**src/rtl/aucohl_pwm_out_stage.sv**
```systemverilog
// PWM output conditioning: complementary dead-time insertion, per-pin polarity,
// filtered fault/brake handling with glitch-free re-arm on a clean reference edge.
module aucohl_pwm_out_stage #(
    parameter int FLT_FILT = 3,
    parameter int DT_W     = 8
) (
    input  logic            clk,
    input  logic            rst,
    input  logic            out_en,
    input  logic            comp_en,
    input  logic            pwm0_in,
    input  logic            pwm1_in,
    input  logic [DT_W-1:0] dt_rise,
    input  logic [DT_W-1:0] dt_fall,
    input  logic [1:0]      pol,
    input  logic [1:0]      safe_lvl,
    input  logic            fault_in,
    input  logic            fault_auto,
    input  logic            fault_clr,
    output logic            pwm0_out,
    output logic            pwm1_out,
    output logic            fault_flag,
    output logic [1:0]      state
);
    typedef enum logic [1:0] {
        IDLE    = 2'b00,
        RUN     = 2'b01,
        FAULT   = 2'b10,
        RECOVER = 2'b11
    } state_t;

    localparam int FW = $clog2(FLT_FILT + 1);

    state_t          cur_state, nxt_state;
    logic            flt_s1, flt_s2, flt;
    logic [FW-1:0]   flt_cnt;
    logic            ref_d, ref_rise, ref_fall;
    logic            a0, a1, a0_nxt, a1_nxt;
    logic            dt_dir, dt_dir_nxt;
    logic [DT_W-1:0] dt_cnt, dt_cnt_nxt;
    logic [1:0]      pin_nxt;

    assign ref_rise   = pwm0_in & ~ref_d;
    assign ref_fall   = ~pwm0_in & ref_d;
    assign fault_flag = (cur_state == FAULT);
    assign state      = cur_state;

    // Synchroniser plus stability filter: flt only flips after FLT_FILT agreeing samples.
    always_ff @(posedge clk) begin
        if (rst) begin
            flt_s1  <= 1'b0;
            flt_s2  <= 1'b0;
            flt     <= 1'b0;
            flt_cnt <= '0;
        end else begin
            flt_s1 <= fault_in;
            flt_s2 <= flt_s1;
            if (flt_s2 == flt) begin
                flt_cnt <= '0;
            end else if (flt_cnt == FW'(FLT_FILT - 1)) begin
                flt     <= flt_s2;
                flt_cnt <= '0;
            end else begin
                flt_cnt <= flt_cnt + 1'b1;
            end
        end
    end

    always_comb begin
        nxt_state = cur_state;
        if (flt) begin
            nxt_state = FAULT;
        end else if (!out_en) begin
            nxt_state = IDLE;
        end else begin
            case (cur_state)
                IDLE:    nxt_state = RECOVER;
                FAULT:   if (fault_auto || fault_clr) nxt_state = RECOVER;
                RECOVER: if (ref_rise) nxt_state = RUN;
                default: nxt_state = RUN;
            endcase
        end
    end

    // Entry into RUN counts as a rising edge so pwm0 always gets its dead interval first.
    always_comb begin
        a0_nxt     = a0;
        a1_nxt     = a1;
        dt_dir_nxt = dt_dir;
        dt_cnt_nxt = dt_cnt;
        if (nxt_state != RUN || !comp_en) begin
            a0_nxt     = 1'b0;
            a1_nxt     = 1'b0;
            dt_dir_nxt = 1'b0;
            dt_cnt_nxt = '0;
        end else if (ref_rise || cur_state != RUN) begin
            dt_dir_nxt = 1'b1;
            dt_cnt_nxt = dt_rise;
            a0_nxt     = (dt_rise == '0);
            a1_nxt     = 1'b0;
        end else if (ref_fall) begin
            dt_dir_nxt = 1'b0;
            dt_cnt_nxt = dt_fall;
            a0_nxt     = 1'b0;
            a1_nxt     = (dt_fall == '0);
        end else if (dt_cnt != '0) begin
            dt_cnt_nxt = dt_cnt - 1'b1;
            if (dt_cnt == DT_W'(1)) begin
                a0_nxt = dt_dir;
                a1_nxt = ~dt_dir;
            end
        end
    end

    always_comb begin
        pin_nxt = safe_lvl;
        if (nxt_state == RUN) begin
            pin_nxt = comp_en ? ({a1_nxt, a0_nxt} ^ pol) : ({pwm1_in, pwm0_in} ^ pol);
        end
    end

    always_ff @(posedge clk) begin
        if (rst) begin
            cur_state <= IDLE;
            ref_d     <= 1'b0;
            a0        <= 1'b0;
            a1        <= 1'b0;
            dt_dir    <= 1'b0;
            dt_cnt    <= '0;
            pwm0_out  <= 1'b0;
            pwm1_out  <= 1'b0;
        end else begin
            cur_state <= nxt_state;
            ref_d     <= pwm0_in;
            a0        <= a0_nxt;
            a1        <= a1_nxt;
            dt_dir    <= dt_dir_nxt;
            dt_cnt    <= dt_cnt_nxt;
            pwm0_out  <= pin_nxt[0];
            pwm1_out  <= pin_nxt[1];
        end
    end
endmodule

```
**config.mk**
```make
export PLATFORM = sky130hd
export DESIGN_NAME = aucohl_pwm_out_stage
export DESIGN_NICKNAME = d
export VERILOG_FILES = /design/src/rtl/aucohl_pwm_out_stage.sv
export SDC_FILE = /design/constraint.sdc
export NUM_CORES = 1
export LEC_CHECK = 0
export CAP_MARGIN = 30
export CORE_ASPECT_RATIO = 2
export CORE_MARGIN = 4
export CORE_UTILIZATION = 30
export CTS_CLUSTER_SIZE = 30
export DETAILED_ROUTE_END_ITERATION = 12
export SLEW_MARGIN = 20
export SYNTH_ARGS = -nofsm -noshare
export SYNTH_HDL_FRONTEND = slang
export SYNTH_SLANG_ARGS = --single-unit
export TNS_END_PERCENT = 5
```
**constraint.sdc**
```tcl
create_clock -name clk -period 2.4 [get_ports clk]
set_input_delay 0.48 -clock clk [delete_from_list [all_inputs] [get_ports clk]]
set_output_delay 0.48 -clock clk [all_outputs]
set_load 0.02 [all_outputs]
```
# Word level (Yosys, flattened, before mapping)
# Cells that the tools add are included.
# word_totals
register_bits,21
inputBits,29
wordCells,65
# op_classes
n_addsub,2
n_eq_ne,8
mux,22
bitwise,8
n_reduce_logical,13
# ops
operator,count
8-bit two-way mux,3
8-bit zero test,2
1-bit two-way mux,12
2-bit two-way mux,6
8-bit by 1-bit equality test with 1-bit output (second input constant),1
8-bit nonzero test,1
8-bit by 1-bit subtractor with 8-bit output (second input constant),1
2-bit equality test (second input constant),3
2-bit one-hot mux with 3 select lines,1
2-bit by 1-bit inequality test with 1-bit output (second input constant),2
1-bit NOT,4
2-bit bitwise XOR,2
1-bit logical OR,3
3-bit nonzero test,1
3-bit OR reduction,1
2-bit by 1-bit adder with 2-bit output (second input constant),1
1-bit AND,2
2-bit by 1-bit equality test with 1-bit output (second input constant),1
2-bit zero test,1
2-bit AND reduction,1
2-bit nonzero test,1
2-bit OR reduction,1
1-bit equality test,1
1-bit zero test,1

# Longest topological paths before layout
# Gate-level depths: netlist of run 1.
# logic_depth
ltp_word,12
ltp_mapped,7

# Least setup slack after synthesis of run 1
# Ideal clock, no wire load.
# synth_timing
kind,reg2reg
startpoint,reg dt_cnt[0]
endpoint,reg pwm0_out
setup_ns,0.116
t_arrival_ns,1.877
required_ns,2.284
slack_ns,0.408
path_stages_with_launch,8
period_less_slack_ns,1.992
cell_sequence,dfxtp_1 > inv_1 > ha_1 > nor4b_2 > a21boi_1 > o21ba_1 > or4_1 > and3_1
# synth_between
elab_chain_len,9
# synth_lines
element,line,source
"start, declared",40,"logic [DT_W-1:0] dt_cnt, dt_cnt_nxt;"
"start signal, assigned",138,dt_cnt <= dt_cnt_nxt;
8-bit by 1-bit equality test with 1-bit output,108,if (dt_cnt == DT_W'(1)) begin
1-bit two-way mux,108,
1-bit two-way mux (*),106,end else if (dt_cnt != '0) begin
1-bit two-way mux (*),101,end else if (ref_fall) begin
1-bit two-way mux (*),96,end else if (ref_rise || cur_state != RUN) begin
1-bit two-way mux (*),91,if (nxt_state != RUN || !comp_en) begin
2-bit bitwise XOR (*),118,"pin_nxt = comp_en ? ({a1_nxt, a0_nxt} ^ pol) : ({pwm1_in, pwm0_in} ^ pol);"
2-bit two-way mux (*),118,
2-bit two-way mux (*),117,if (nxt_state == RUN) begin
"end signal, assigned",139,pwm0_out <= pin_nxt[0];
"end, declared",20,"output logic pwm0_out,"
# Mark *: on every way between the ends. The rest lies on a longest branch, timed or not.
# A chain may end at the register's enable or synchronous reset.

# Worst setup path in the final report of run 1
# Ends and elaborated chain as after synthesis.

==> results.cfg, run 1 <==
[logic_synthesis]
synth_top_area_share_pct = 33.1
syn_area_mm2 = 0.00127
yosys_warnings = 0
synth_flop_cell = dfxtp_1
synth.most_common_cell = dfxtp_1
synth_edf_count = 0
synth_cell_types = 42
syn_area_per_cell_um2 = 8.58
synth.top_cells.by_count = 21 x dfxtp_1, 19 x nor2_1, 13 x a21oi_1
async_flop_share_pct = 0
synth_seq_cells = 21
synthesis.nets = 181
syn_inst = 148
synth.yosys.seq_area_share_pct = 33.1
synth.top_cells.by_area = dfxtp_1 33%, nor2_1 5.6%, mux2i_1 5.5%
synth_top_cell_by_area = dfxtp_1

[flow_run]
maxCapViolations = 0

[final_layout]
nFillCells = 407
layout-drive-gt1-share_pct = 10.1
syn_to_final_growth_pct = 37.7
antenna_cells = 0
final_nets = 222
instances_no_fill = 240

[critical_path]
crit_slowest_cell = dfxtp_1
cp.required_ns = 2.56
cp_max_fo = 6
cp-start-kind = register
crit_path_max_incr_delay_ns = 0.49
crit_buf_inv = 1
cp_top_family = simple AND/OR/NAND/NOR gates
crit_type = register to register
critPathArrivalTime_ns = 2.39
end_kind = register
worstPathCellList = inv_1 -> ha_1 -> nor4b_2 -> a21boi_1 -> o21ba_1 -> or4_1 -> and3_1

[timing]
fin_skew_ns = 0.00626
fin_crit_ns = 2.23
rsz0062_at_grt = false
slew_headroom_pct = 77.0
holdWs_ns = 0.418
report.final.slew_viol_count = 0
final-hold-violation-count = 0
finalSetupViolations = 0
period_share_pct = 93.1
worst_pin_slew_ns = 0.341
max_freq_mhz = 448
setup_tns_ns = 0

[clocking]
cts_buffers = 3
clk-insertion-delay-late_ns = 0.26
cts.sinks = 21
postCtsSetupRepairBufs = 0
postCtsHoldBufs = 0
htree_levels = 1
cts_buffer_depth = 2
clk_pin_slew_ns = 0.08
cts_tree = yes
cts_root_buf = clkbuf_8
post_cts_resized = 0

[floorplan]
core_region_area_mm2 = 0.00409
initial_core_util_pct = 31.1
fp.dieW_um = 54.0
io_pins = 34
dieArea_mm2 = 0.00540
die_h_um = 100
rows = 33

[global_route]
grt_pass1_vias = 1289
overflow = 0
grt_max_degree = 14
grt_pass1_wl_mm = 5.50
grt_usage_pct = 13.8
grt_antenna_before_repair = 0

[detailed_routing]
viasPerCell = 4.92
detail_route.wl_per_cell_um = 14.0
first_iter_violations = 18
antenna_left = 0
wirelength_mm = 3.36
drt_pass1_iterations = 4
drc_errors = 0
vias = 1181

[power_and_ir_drop]
leakage_nw = 0.735
ir_drop_v = 0.000307
p_per_area_mw_per_mm2 = 430

[place]
io_buffers = 33
post-place-cells = 236
hpwl_mm = 2.86
gp_congestion = 0.844

[worst_hold_path]
hp-class = register to register

[status]
status = finished clean
[flip-flops by register name, indices dropped and copies added, names as in the netlist]
signal    count
flt_cnt       2
a1            1
flt           1
dt_cnt        8
dt_dir        1
pwm0_out      1
pwm1_out      1
state         2
a0            1
ref_d         1
flt_s2        1
flt_s1        1
[area by class of cell]
type / count / area, um2 / share of cell area, %
Tap cell: 52 / 65.1 / 3.72
Multi-Input combinational cell: 117 / 810 / 46.3
Clock buffer: 4 / 45.0 / 2.58
Sequential cell: 21 / 420 / 24.0
Inverter: 5 / 18.8 / 1.07
Timing Repair Buffer: 41 / 390 / 22.3
[cell families after synthesis]
group           Yosys count  share of synthesized area (%)
compound gates           30                           16.1
fa+ha+maj                 4                           3.94
buf+inv                  10                           3.15
simple gates             67                           32.0
xor+xnor                  9                           6.21
mux                       7                           5.52
flops                    21                           33.1
[path summary, 6_finish.rpt]
path              start    endpoint  slack [ns]  cells past startpoint
max           dt_cnt[0]    pwm0_out        0.17                      7
min          flt_cnt[0]  flt_cnt[0]        0.42                      1
max reg2reg   dt_cnt[0]    pwm0_out        0.17                      7
min reg2reg  flt_cnt[0]  flt_cnt[0]        0.42                      1
[layer usage]
layer,vias to the layer above,wire (um),track usage (%),part of all wire (%)
li1,611,-,-,-
met1,533,1240,13.4,37
met2,31,1870,26.1,56
met3,6,152,1.78,4.5
met4,0,95,7.10,2.8
met5,-,0,0,0
[through the flow]
step	utilization (%)	cell area (um2)	power, mW	worst slack (ns)
2_1_floorplan	-	1270	0.448	0.408
3_3_place_gp	41.7	1700	0.531	0.141
3_5_place_dp	41.7	1700	0.533	0.104
4_1_cts	42.8	1750	0.761	0.179
5_1_grt	42.8	1750	0.793	0.0841
6_report	42.8	1750	0.753	0.166
[placed cells by master, fill, tap and decap left out, drive strengths merged, types with 2 or more instances in the layout]
cell type / synthesis / final
ha: 4 / 4
and3: 3 / 3
a211o: 3 / 3
a21o: 2 / 2
buf: 3 / 8
xor2: 2 / 2
nor3: 2 / 2
xnor2: 7 / 7
nor2: 19 / 19
mux2i: 7 / 7
inv: 5 / 5
nor2b: 5 / 5
or4: 3 / 3
nor4b: 2 / 2
nand2: 12 / 12
a211oi: 5 / 5
clkdlybuf4s50: 0 / 33
a21oi: 13 / 13
nor4: 6 / 6
clkbuf: 2 / 4
nand2b: 6 / 6
dfxtp: 21 / 21
[where the power goes]
| part | leakage, nW | internal [mW] | switching (mW) |
|---|---|---|---|
| sequential | 0.171 | 0.357 | 0.00827 |
| clock | 0.0228 | 0.118 | 0.112 |
| combinational | 0.541 | 0.0906 | 0.0672 |
Power figures use the tool's default switching activity.
==> inputs of run 2 (changes only) <==
Settings changed: GPL_TIMING_DRIVEN set to 0, MAX_ROUTING_LAYER set to met4, PLACE_DENSITY set to 0.5.
==> run 2 against run 1 <==
  * Combinational power shrank 3%
  * Highest routed layer unchanged
  * Core utilization shrank 0.95 points
  * Final cell count shrank 1.7%
  * Worst hold slack lost 0.0037 ns
  * Largest cell class unchanged
  * Critical path type is now primary input to register
  * Sequential cell count is the same
==> results.cfg, run 2 (synthesis gave the netlist of run 1 again) <==
[timing]
fin_crit_ns = 2.22
max_freq_mhz = 449
final-hold-violation-count = 0
report.final.slew_viol_count = 0
period_share_pct = 92.7
setup_tns_ns = 0
worst_pin_slew_ns = 0.491
fin_skew_ns = 0.00463
slew_headroom_pct = 67.3
finalSetupViolations = 0
rsz0062_at_grt = false

[detailed_routing]
vias = 1234
detail_route.wl_per_cell_um = 15.6
antenna_left = 0
drt_pass1_iterations = 4
viasPerCell = 5.23
first_iter_violations = 9
drc_errors = 0
wirelength_mm = 3.68

[power_and_ir_drop]
power_switching_uw = 194
ir_drop_v = 0.000333
pwr-share-comb_pct = 20.4
total_power_uw = 755
p_sw_share_pct = 25.7
p_seq_share_pct = 48.4
clkPwrFrac_pct = 31.1
p_per_area_mw_per_mm2 = 441
leakage_nw = 0.703
intPower_uw = 561

[place]
dpl_cell_area_mm2 = 0.00166
hpwl_mm = 3.04
io_buffers = 32
gp_congestion = 0.839

[clocking]
htree_levels = 1
postCtsHoldBufs = 0
clk_pin_slew_ns = 0.08
cts_tree = yes
cts_root_buf = clkbuf_8
cts_buffer_depth = 2
cts_buffers = 3
clk-insertion-delay-late_ns = 0.26
cts.sinks = 21

[floorplan]
initial_core_util_pct = 31.1
rows = 33
dieArea_mm2 = 0.00540
core_region_area_mm2 = 0.00409
die_h_um = 100
io_pins = 34
fp.dieW_um = 54.0

[global_route]
grt_antenna_before_repair = 0
grt_pass1_vias = 1241
grt_max_degree = 12
overflow = 0
grt_pass1_wl_mm = 5.92
grt_usage_pct = 15.4

[final_layout]
most-common-layout-cells = 32 x clkdlybuf4s50_1, 20 x dfxtp_1, 19 x nor2_1, 13 x a21oi_1, 12 x nand2_1
final_common_cell = clkdlybuf4s50_1
stdcell_area_mm2 = 0.00171
antenna_cells = 0
largest_reg_flops = 8
syn_to_final_growth_pct = 34.7
top_register = dt_cnt
final_nets = 218
nFillCells = 415
layout-drive-gt1-share_pct = 7.61

[critical_path]
end_kind = register
worstPathCellList = clkdlybuf4s50_1 -> nand2b_1 -> buf_2 -> a211o_1 -> or2_0 -> buf_2 -> nand2b_4 -> a211oi_2
crit_type = primary input to register
crit_slowest_cell = clkdlybuf4s50_1
cp_common_cell = buf_2
crit_path_max_incr_delay_ns = 0.61
cp-start-kind = primary input
critPathArrivalTime_ns = 2.41
cp.required_ns = 2.58
cp_max_fo = 8

[worst_hold_path]
hp-class = register to register

[status]
status = finished clean

[flow_run]
maxCapViolations = 0
==> run 2: cell count changes in the layout (fill, tap and decap cells not counted), sizes merged <==
| cell | previous run | this run |
|---|---|---|
| buf | 8 | 3 |
| clkbuf | 4 | 6 |
| clkdlybuf4s50 | 33 | 32 |
==> run 2: final timing paths <==
check                  start          to  slack, ns  cells after the start
setup / recovery     pwm0_in   dt_cnt[3]       0.18                      8
hold / removal    flt_cnt[0]  flt_cnt[0]       0.41                      1
setup reg to reg   dt_cnt[1]    pwm0_out       0.19                      7
hold reg to reg   flt_cnt[0]  flt_cnt[0]       0.41                      1
==> run 2: final cells by class <==
class / instances / area [um2] / area share (%)
inverter: 5 / 18.8 / 1.10
clock buffer: 4 / 45.0 / 2.63
buffer: 5 / 21.3 / 1.24
sequential: 21 / 422 / 24.7
timing repair buffer: 32 / 320 / 18.7
multi-input combinational: 117 / 818 / 47.8
tap: 52 / 65.1 / 3.80
==> run 2: power by group through the flow <==
stage / combinational (mW) / clock [mW] / sequential, mW
after floorplan: 0.0705 / 0 / 0.377
after global placement: 0.153 / 0 / 0.373
after detailed placement: 0.154 / 0 / 0.374
after CTS: 0.156 / 0.244 / 0.366
after global routing: 0.168 / 0.261 / 0.367
final: 0.154 / 0.235 / 0.366
==> run 2: stage by stage <==
| step | utilization [%] | std cells | hold WS, ns | worst slack (ns) |
|---|---|---|---|---|
| 2_1_floorplan | - | 148 | 0.391 | 0.408 |
| 3_3_place_gp | 40.5 | 232 | 0.401 | -0.0870 |
| 3_5_place_dp | 40.5 | 232 | 0.409 | -0.115 |
| 4_1_cts | 41.6 | 236 | 0.421 | 0.0206 |
| 5_1_grt | 41.8 | 236 | 0.438 | 0.0281 |
| 6_report | 41.8 | 236 | 0.414 | 0.175 |
==> run 2: critical path, delay by kind of cell <==
kind | cells | cell delay (ns)
AOI/OAI and AO/OA | 2 | 0.51
buffers and inverters | 3 | 0.94
and+or+nand+nor | 3 | 0.47
==> run 2: timing repair <==
item,CTS,global route
setup buffers,0,0
endpoints found under the setup margin,0,1
resized for setup,0,2
==> run 2: per-layer routing <==
layer	vias up	GRT usage [%]	share of wire, %
li1	601	-	-
met1	587	15.3	36
met2	39	28.5	57
met3	7	2.38	5.3
met4	0	5.76	2.1
met5	-	-	0
==> inputs of run 3 (changes only) <==
Settings changed: CORE_MARGIN 4 to 2.
==> run 3 against run 2 <==
  * Non-clock buffer count unchanged
  * Sequential power about the same
  * Critical path depth down 1
  * Worst hold slack worse by 0.0049 ns
  * First-iteration DRC count rose to 3.0 times the previous value
==> results.cfg, run 3 (synthesis gave the netlist of run 1 again) <==
[timing]
fin_skew_ns = 0.00325
slew_headroom_pct = 67.0
max_freq_mhz = 430
fin_crit_ns = 2.33
holdWs_ns = 0.409
report.final.slew_viol_count = 0
final-hold-violation-count = 0
finalSetupViolations = 0
rsz0062_at_grt = false
period_share_pct = 97.0
worst_pin_slew_ns = 0.495

[status]
status = finished clean

[final_layout]
syn_to_final_growth_pct = 34.6
final_nets = 218
top_register = dt_cnt
largest_reg_flops = 8
antenna_cells = 0
final_common_cell = clkdlybuf4s50_1
stdcell_area_mm2 = 0.00171
most-common-layout-cells = 32 x clkdlybuf4s50_1, 21 x dfxtp_1, 19 x nor2_1, 13 x a21oi_1, 12 x nand2_1
layout-drive-gt1-share_pct = 7.07

[worst_hold_path]
hp-class = register to register

[power_and_ir_drop]
p_per_area_mw_per_mm2 = 437
leakage_nw = 0.703
ir_drop_v = 0.000326

[clocking]
cts_buffer_depth = 2
clk_pin_slew_ns = 0.07
htree_levels = 1
clk-insertion-delay-late_ns = 0.26
cts.sinks = 21
cts_buffers = 3
postCtsSetupRepairBufs = 0
cts_root_buf = clkbuf_8
cts_tree = yes

[global_route]
grt_pass1_wl_mm = 6.02
overflow = 0
grt_usage_pct = 17.2
grt_pass1_vias = 1272
grt_max_degree = 12
grt_antenna_before_repair = 0

[critical_path]
cp-start-kind = register
end_kind = register
r2r_slack_ns = 0.07
r2r_cells = 7
critPathCapture = pwm0_out
r2r_end = pwm0_out
setup.worst_path.start = dt_cnt[0]
cp_max_fo = 6
cp.required_ns = 2.55
crit_type = register to register
r2r-start = dt_cnt[0]
critPathArrivalTime_ns = 2.47

[floorplan]
die_h_um = 96.0
dieArea_mm2 = 0.00480
rows = 33
initial_core_util_pct = 31.1
fp.dieW_um = 50.0
io_pins = 34
core_region_area_mm2 = 0.00409

[detailed_routing]
drc_errors = 0
first_iter_violations = 27
viasPerCell = 5.22
wirelength_mm = 3.63
antenna_left = 0
vias = 1231
drt_pass1_iterations = 5
detail_route.wl_per_cell_um = 15.4

[flow_run]
maxCapViolations = 0

[place]
dpl_cell_area_mm2 = 0.00166
io_buffers = 32
hpwl_mm = 2.99
gp_congestion = 0.904
[run 3: layer usage]
| layer | track usage [%] | share of wire (%) | vias up |
|---|---|---|---|
| li1 | - | - | 603 |
| met1 | 15.6 | 35 | 578 |
| met2 | 33.3 | 57 | 43 |
| met3 | 2.33 | 4.8 | 7 |
| met4 | 9.26 | 3.2 | 0 |
| met5 | - | 0 | - |
[run 3: worst min-delay path by stage]
stage / from / to / slack (ns) / cells past startpoint
after floorplan: flt_cnt[0] / flt_cnt[0] / 0.39 / 1
after global placement: flt_cnt[0] / flt_cnt[0] / 0.40 / 1
after detailed placement: flt_cnt[0] / flt_cnt[0] / 0.40 / 1
after CTS: flt_cnt[0] / flt_cnt[0] / 0.41 / 1
after global routing: flt_cnt[0] / flt_cnt[0] / 0.43 / 1
final: flt_cnt[0] / flt_cnt[0] / 0.41 / 1
[run 3: area by class of cell]
cell class / instances / area [um2]
Tap cell: 52 / 65.1
Buffer: 5 / 21.3
Sequential cell: 21 / 420
Inverter: 5 / 18.8
Multi-Input combinational cell: 117 / 818
Fill cell: 422 / 2380
Timing Repair Buffer: 32 / 320
Clock buffer: 4 / 45.0
[run 3: where the power goes]
part | leakage (nW) | switching, mW | total [mW] | internal [mW]
combinational | 0.509 | 0.0700 | 0.155 | 0.0853
clock | 0.0228 | 0.108 | 0.226 | 0.118
sequential | 0.171 | 0.00858 | 0.366 | 0.357
[run 3: worst max-delay path, cell delays in order (launching register included)]
cell,delay (ns)
dfxtp_1,0.49
inv_1,0.13
ha_1,0.26
nor4b_4,0.35
a21boi_1,0.12
o21ba_1,0.21
or4_1,0.45
and3_1,0.19
[run 3: what timing repair did]
item,4_1_cts,5_1_grt
resized for setup,0,1
hold buffers,0,0
endpoints found under the setup margin,0,1
[run 3: per-stage QoR]
step	setup TNS [ns]	setup slack, ns	power, mW	std cells	util, %
floorplan	0	0.408	0.448	148	-
global placement	-0.168	-0.0811	0.528	232	40.5
detailed placement	-0.235	-0.0974	0.529	232	40.5
CTS	0	0.0197	0.758	236	41.6
global route	0	0.0526	0.794	236	41.8
finish	0	0.0724	0.747	236	41.8
